==> config.mk <==
export PLATFORM = sky130hd
export DESIGN_NAME = instr_sequencer
export DESIGN_NICKNAME = d
export VERILOG_FILES = /design/src/rtl/instr_sequencer.sv
export SDC_FILE = /design/constraint.sdc
export NUM_CORES = 1
export LEC_CHECK = 0
export CAP_MARGIN = 20
export CORE_ASPECT_RATIO = 1.25
export CORE_MARGIN = 5
export CORE_UTILIZATION = 36
export CTS_CLUSTER_SIZE = 10
export DETAILED_ROUTE_END_ITERATION = 8
export HOLD_SLACK_MARGIN = 0.12
export PLACE_DENSITY = 0.79
export SLEW_MARGIN = 40
export SYNTH_ARGS = -nofsm -noshare
export SYNTH_HDL_FRONTEND = slang
export SYNTH_SLANG_ARGS = --single-unit
==> constraint.sdc <==
create_clock -name clk -period 1.3 [get_ports clk]
set_input_delay 0.26 -clock clk [delete_from_list [all_inputs] [get_ports clk]]
set_output_delay 0.26 -clock clk [all_outputs]
set_load 0.03 [all_outputs]
==> src/rtl/instr_sequencer.sv <==
// instr_sequencer: captures a 9-bit instruction on run and steps T1..T3 driving datapath controls.
module instr_sequencer #(
   parameter int CNT_W = 8
) (
   input  logic             clk,
   input  logic             rst_n,
   input  logic             run,
   input  logic [8:0]       instr,
   output logic [2:0]       XXX,
   output logic [2:0]       YYY,
   output logic             fn_sig,
   output logic             sn_sig,
   output logic             reg_wr,
   output logic             din_out,
   output logic             a_load,
   output logic             g_load,
   output logic             g_out,
   output logic [1:0]       alu_op,
   output logic             busy,
   output logic             done,
   output logic             illegal,
   output logic [CNT_W-1:0] instr_cnt
);
   typedef enum logic [1:0] {IDLE, T1, T2, T3} state_t;
   state_t state, nxt;
   logic [8:0] ir;
   logic [2:0] op;
   assign op  = ir[8:6];
   assign XXX = ir[5:3];
   assign YYY = ir[2:0];
   always_ff @(posedge clk) begin
      if (!rst_n) begin
         state     <= IDLE;
         ir        <= '0;
         instr_cnt <= '0;
      end else begin
         state <= nxt;
         if (state == IDLE && run) ir <= instr;
         if (done) instr_cnt <= instr_cnt + 1'b1;
      end
   end
   always_comb begin
      nxt     = IDLE;
      fn_sig  = 1'b0;
      sn_sig  = 1'b0;
      reg_wr  = 1'b0;
      din_out = 1'b0;
      a_load  = 1'b0;
      g_load  = 1'b0;
      g_out   = 1'b0;
      alu_op  = 2'b00;
      busy    = state != IDLE;
      done    = 1'b0;
      illegal = 1'b0;
      case (state)
         IDLE: nxt = run ? T1 : IDLE;
         T1: begin
            if (op[2]) begin
               done    = 1'b1;
               illegal = 1'b1;
            end else if (op[1]) begin
               sn_sig = 1'b1;
               a_load = 1'b1;
               nxt    = T2;
            end else begin
               fn_sig  = ~op[0];
               din_out = op[0];
               g_load  = 1'b1;
               nxt     = T2;
            end
         end
         T2: begin
            // ADD/SUB compute here; MV/MVI already finish with the write-back
            if (op[1]) begin
               fn_sig = 1'b1;
               g_load = 1'b1;
               alu_op = op[0] ? 2'b10 : 2'b01;
               nxt    = T3;
            end else begin
               g_out  = 1'b1;
               sn_sig = 1'b1;
               reg_wr = 1'b1;
               done   = 1'b1;
            end
         end
         T3: begin
            g_out  = 1'b1;
            sn_sig = 1'b1;
            reg_wr = 1'b1;
            done   = 1'b1;
         end
         default: nxt = IDLE;
      endcase
   end
endmodule

==> results of run 1 <==
-- power by group --
part           internal, mW  switching [mW]  total [mW]
combinational         0.210           0.200       0.410
sequential            0.604          0.0220       0.626
clock                 0.117           0.204       0.321
total                 0.932           0.425        1.36
-- repair_timing --
action | CTS | global route
hold buffers | 0 | 0
setup endpoints to repair | 37 | 31
setup buffers | 7 | 4
cloned | 1 | 1
resized for setup | 60 | 17
pin swaps | 6 | 9
-- cell usage in the layout, fill, tap and decap left out, types with 2 or more instances in the layout --
| cell | netlist | routed |
|---|---|---|
| mux2i_1 | 5 | 5 |
| inv_4 | 0 | 3 |
| buf_4 | 7 | 24 |
| dfxtp_4 | 0 | 2 |
| and3_4 | 0 | 3 |
| a21oi_2 | 0 | 2 |
| nand2_1 | 32 | 28 |
| nand2_4 | 0 | 4 |
| nand3_2 | 0 | 2 |
| nand2b_1 | 7 | 6 |
| nand4_1 | 2 | 2 |
| a21boi_0 | 8 | 4 |
| and2_4 | 0 | 2 |
| nor2_1 | 4 | 3 |
| ha_4 | 0 | 4 |
| ha_1 | 7 | 2 |
| buf_6 | 1 | 25 |
| a21boi_1 | 3 | 6 |
| clkdlybuf4s50_1 | 0 | 11 |
| clkbuf_2 | 0 | 2 |
| clkdlybuf4s15_2 | 0 | 5 |
| nand2b_4 | 1 | 2 |
| clkbuf_4 | 0 | 3 |
| dfxtp_1 | 19 | 17 |
-- worst min-delay path by stage --
stage               depth (start not counted)  endpoint  slack, ps
global placement                            2     ir[3]        440
floorplan                                   2     ir[1]        390
finish                                      2     ir[3]        460
CTS                                         2     ir[3]        470
detailed placement                          2     ir[3]        450
global route                                3     ir[4]        490
-- worst max-delay path: stages (launching register included) --
cell	delay, ps
dfxtp_4	390
inv_4	80
buf_6	100
ha_4	130
nand2b_4	70
o31ai_4	170
and2_4	170
buf_6	120
-- sequential cells by signal (all words and copies together) (netlist names) --
signal	cells
state	2
instr_cnt	8
ir	9
-- cells by family after synthesis --
family / synth area share
adder cells (fa/ha/maj): 0.08383
multiplexers: 0.04791
buffers and inverters: 0.09102
XOR/XNOR: 0.008385
AND/OR/NAND/NOR: 0.2695
flip-flops: 0.3641
AO/OA/AOI/OAI: 0.1353
-- layer usage --
layer	GRT usage	part of all wire	vias to the layer above
met5	0	0	-
met4	0.07216	0.034	0
met3	0.04236	0.041	10
met2	0.2802	0.56	25
met1	0.1678	0.36	517
li1	-	-	527
-- layout make-up --
type / count / area (um2) / area share
clock inverter: 1 / 7.507 / 0.003987
inverter: 5 / 26.28 / 0.01395
tap: 34 / 42.54 / 0.02259
sequential: 19 / 387.9 / 0.2060
clock buffer: 3 / 22.52 / 0.01196
multi-input combinational: 89 / 738.2 / 0.3920
timing repair buffer: 68 / 658.1 / 0.3495
-- cells in the mapped netlist, drive strengths merged (3+ instances only) --
cell / instances
nand2: 32
dfxtp: 19
a21boi: 11
buf: 9
nand2b: 8
ha: 7
inv: 5
mux2i: 5
and3: 4
nor2: 4
and2: 3
nand3: 3
==> flow_metrics.env, run 1 <==
export IMPL_status="finished with violations"
export IMPL_nFillCells=196
export IMPL_path_max_fanout=3
export IMPL_hold_class="flip-flop to flip-flop"
export IMPL_dpl_worst_slack_ps=-523.5
export IMPL_fin_nets=205
export IMPL_synth_area_leader_cell="dfxtp_1"
export IMPL_timing_rr_end="instr_cnt[0]"
export IMPL_drt_iter0_drc=18
export IMPL_numPlacedInstances=202
export IMPL_drc=0
export IMPL_clkTransAtPathRegs_ps=120
export IMPL_ys_seq_area_frac=0.3641
export IMPL_setup_tns_ps=-7750
export IMPL_critical_path_class="flip-flop to primary output"
export IMPL_final_area_um2=1883
export IMPL_grt_ovfl_total=0
export IMPL_ant_nets=0
export IMPL_wl_um=3333
export IMPL_async_flop_share=0
export IMPL_fmax_ghz=0.5570
export IMPL_synth_cell_area_um2=1045
export IMPL_firstDrtPassIters=4
export IMPL_setup_violations=21
export IMPL_die_y_um=70.23
export IMPL_slew_viol_final=0
export IMPL_routed_via_count=1079
export IMPL_min_from="ir[3]"
export IMPL_start_util=0.3823
export IMPL_syn_inst=124
export IMPL_yosysWarnings=0
export IMPL_synth_cell_types=25
export IMPL_port_buffers=37
export IMPL_setup_slack_ps=-495.4
export IMPL_crit_end="fn_sig"
export IMPL_cts_root_buffer_cell="clkbuf_4"
export IMPL_synth_top_cell_area_share=0.3641
export IMPL_synth_seq_cells=19
export IMPL_period_share=1.381
export IMPL_worst_setup_path_start_kind="flip-flop"
export IMPL_p_leak_nw=0.8531
export IMPL_critPathCaptureType="primary output"
export IMPL_final_util=0.6891
export IMPL_layout_cells_non_filler=219
export IMPL_min_period_ps=1795
export IMPL_die_area_um2=4086
export IMPL_clk_insertion_delay_late_ps=310
export IMPL_via_per_inst=4.927
export IMPL_clock_sinks=19
export IMPL_track_usage=0.1576
export IMPL_fin_skew_ps=4.729
export IMPL_violations="setup timing"
export IMPL_hold_violations=0
export IMPL_cp_arrival_ps=1540
export IMPL_layout_drive_gt1_share=0.5027
export IMPL_r2r_start="state[1]"
export IMPL_p_total_mw=1.357
export IMPL_synthToLayoutAreaGrowth_pct=80.24
export IMPL_ys_top_cells_by_area="dfxtp_1 36%, nand2_1 11%, ha_1 8.4%"
export IMPL_rows=21
export IMPL_antenna_found_initial=0
export IMPL_cap_violations=0
export IMPL_grt_setup_unrepaired="true"
export IMPL_cts_buffers_inserted=3
export IMPL_worstPathRequired_ps=1040
export IMPL_post_drt_wl_per_cell_um=15.22
export IMPL_avgSynthCellArea_um2=8.425
export IMPL_n_antenna_cell=0
export IMPL_ff2ff_path_depth=11
export IMPL_grt_max_degree=25
export IMPL_grt_first_pass_wirelength_um=5043
export IMPL_hold_slack_ps=462.8
export IMPL_synth_ff_type="dfxtp_1"
export IMPL_dp_hpwl_um=2016
export IMPL_htree_levels=1
export IMPL_ir_drop_uv=557.6
export IMPL_synth_nets=143
export IMPL_tightest_slew_ps=221.3
export IMPL_ioPinCount=38
export IMPL_grt_pass1_vias=1055
export IMPL_post_dp_cell_area_um2=1565
export IMPL_die_w_um=58.19
export IMPL_core_um2=2733
export IMPL_synth_edf_count=0
export IMPL_maxSlewHeadroom=0.8523
export IMPL_cts_tree="done"
export IMPL_r2r_setup_slack_ps=-470
export IMPL_clk_path_buf_depth=2
export IMPL_crit_start="state[1]"
export IMPL_power_density_nw_per_um2=720.6
export IMPL_place_gp_congestion=0.8014
Note: power is estimated with default switching activity, not from simulation.
==> run 2: changes to the inputs <==
Settings changed: CORE_MARGIN 5 to 2.
==> run 2 against run 1 <==
The run still ends with setup timing left. Sequential cell count did not move. Largest cell class unchanged. Total power fell by 0.73%. Non-clock buffer count stayed put. Via count decreased by 2.0%.
==> flow_metrics.env, run 2 (synthesized netlist as in run 1, its figures left out) <==
export IMPL_fmax_ghz=0.5599
export IMPL_core_um2=2733
export IMPL_fin_skew_ps=4.000
export IMPL_worstPathRequired_ps=1040
export IMPL_die_y_um=64.23
export IMPL_min_period_ps=1786
export IMPL_multi_input_area_um2=783.3
export IMPL_die_w_um=52.19
export IMPL_setup_slack_ps=-486.0
export IMPL_setup_violations=24
export IMPL_routed_via_count=1057
export IMPL_layout_drive_gt1_share=0.5348
export IMPL_cp_arrival_ps=1530
export IMPL_worst_setup_path_start_kind="flip-flop"
export IMPL_ant_nets=0
export IMPL_post_drt_wl_per_cell_um=13.47
export IMPL_dp_hpwl_um=1902
export IMPL_period_share=1.374
export IMPL_maxSlewHeadroom=0.7518
export IMPL_grt_setup_unrepaired="true"
export IMPL_numPlacedInstances=200
export IMPL_drc=0
export IMPL_place_gp_congestion=0.7652
export IMPL_r2r_setup_slack_ps=-410
export IMPL_clock_sinks=19
export IMPL_p_leak_nw=0.8738
export IMPL_drt_iter0_drc=25
export IMPL_ir_drop_uv=547.1
export IMPL_final_cell_mix="26 x buf_6, 23 x nand2_1, 23 x buf_4"
export IMPL_wl_um=2977
export IMPL_cts_root_buffer_cell="clkbuf_4"
export IMPL_firstDrtPassIters=4
export IMPL_largest_registers="ir (9), instr_cnt (8), state (2)"
export IMPL_nFillCells=207
export IMPL_antenna_found_initial=0
export IMPL_grt_max_degree=25
export IMPL_ioPinCount=38
export IMPL_slew_viol_final=0
export IMPL_clk_insertion_delay_late_ps=290
export IMPL_tightest_slew_ps=371.2
export IMPL_clk_path_buf_depth=2
export IMPL_htree_levels=1
export IMPL_cts_hold_buf=0
export IMPL_cts_buffers_inserted=3
export IMPL_hold_class="flip-flop to flip-flop"
export IMPL_grt_pass1_vias=1028
export IMPL_power_density_nw_per_um2=708.3
export IMPL_path_max_fanout=3
export IMPL_fin_nets=207
export IMPL_violations="setup timing"
export IMPL_start_util=0.3823
export IMPL_p_total_mw=1.347
export IMPL_final_area_um2=1902
export IMPL_status="finished with violations"
export IMPL_largest_reg_flops=9
export IMPL_synthToLayoutAreaGrowth_pct=82.04
export IMPL_rows=21
export IMPL_regMostFlops="ir"
export IMPL_grt_first_pass_wirelength_um=4464
export IMPL_clkTransAtPathRegs_ps=100
export IMPL_seqCellArea_um2=387.9
export IMPL_track_usage=0.1739
export IMPL_hold_violations=0
export IMPL_port_buffers=37
export IMPL_layout_cells_non_filler=221
export IMPL_via_per_inst=4.783
export IMPL_critPathCaptureType="primary output"
export IMPL_critical_path_class="flip-flop to primary output"
export IMPL_dpl_worst_slack_ps=-527.7
export IMPL_cts_tree="done"
export IMPL_post_dp_cell_area_um2=1550
export IMPL_die_area_um2=3352
export IMPL_cap_violations=0
export IMPL_layout_commonest_cell="buf_6"
export IMPL_n_antenna_cell=0
export IMPL_grt_ovfl_total=0
-- run 2: cell types whose count changed in the layout (fill, tap and decap cells not counted), sizes merged --
cell / change
clkinvlp: -1
and2: +1
clkdlybuf4s15: -4
nand2: +1
clkbuf: +5
-- run 2: stage by stage --
step	hold slack, ps	setup TNS, ps	util
2_1_floorplan	394.8	-234.9	-
3_3_place_gp	442.3	-2269	0.5673
3_5_place_dp	444.9	-3187	0.5673
4_1_cts	456.8	-6412	0.6593
5_1_grt	488.0	-8944	0.6960
6_report	455.4	-7371	0.6960
-- run 2: worst paths after layout --
path / from / end / cells after the start
worst max-delay path: state[1] / fn_sig / 7
worst min-delay path: ir[0] / ir[0] / 2
worst max register to register: state[1] / instr_cnt[7] / 9
worst min register to register: ir[0] / ir[0] / 2
-- run 2: final cells by class --
| class | count | share of cell area |
|---|---|---|
| Clock buffer | 4 | 0.01382 |
| Sequential cell | 19 | 0.2039 |
| Multi-Input combinational cell | 91 | 0.4118 |
| Tap cell | 34 | 0.02237 |
| Timing Repair Buffer | 68 | 0.3342 |
| Inverter | 5 | 0.01382 |
-- run 2: worst max-delay path: stages (launching register included) --
cell      delay, ps
dfxtp_4         370
inv_4            80
buf_6           100
ha_4            130
nand2b_4         60
o31ai_4         200
and2_4          180
buf_6           120
-- run 2: timing repair --
item | 4_1_cts | 5_1_grt
setup buffers | 8 | 7
pin swaps | 9 | 13
cloned | 1 | 2
gates resized for setup | 58 | 31
endpoints found under the setup margin | 37 | 36
-- run 2: report_power, final --
group,leakage [nW],internal [mW],switching (mW)
clock network,0.0150,0.119,0.173
registers,0.156,0.603,0.0190
logic,0.703,0.222,0.211
-- run 2: routing by layer --
metal / wire length, um / share of wire / GRT usage
met3: 154 / 0.052 / 0.02570
met1: 1192 / 0.40 / 0.1925
met5: 0 / 0 / 0
met4: 59 / 0.020 / 0.05769
met2: 1571 / 0.53 / 0.3259
==> run 3: changes to the inputs <==
Settings changed: ABC_CLOCK_PERIOD_IN_PS from default to 1300, CTS_CLUSTER_DIAMETER from default to 60.
==> results of run 3 <==
Final layout, timing and power as in run 2 (identical DEF).
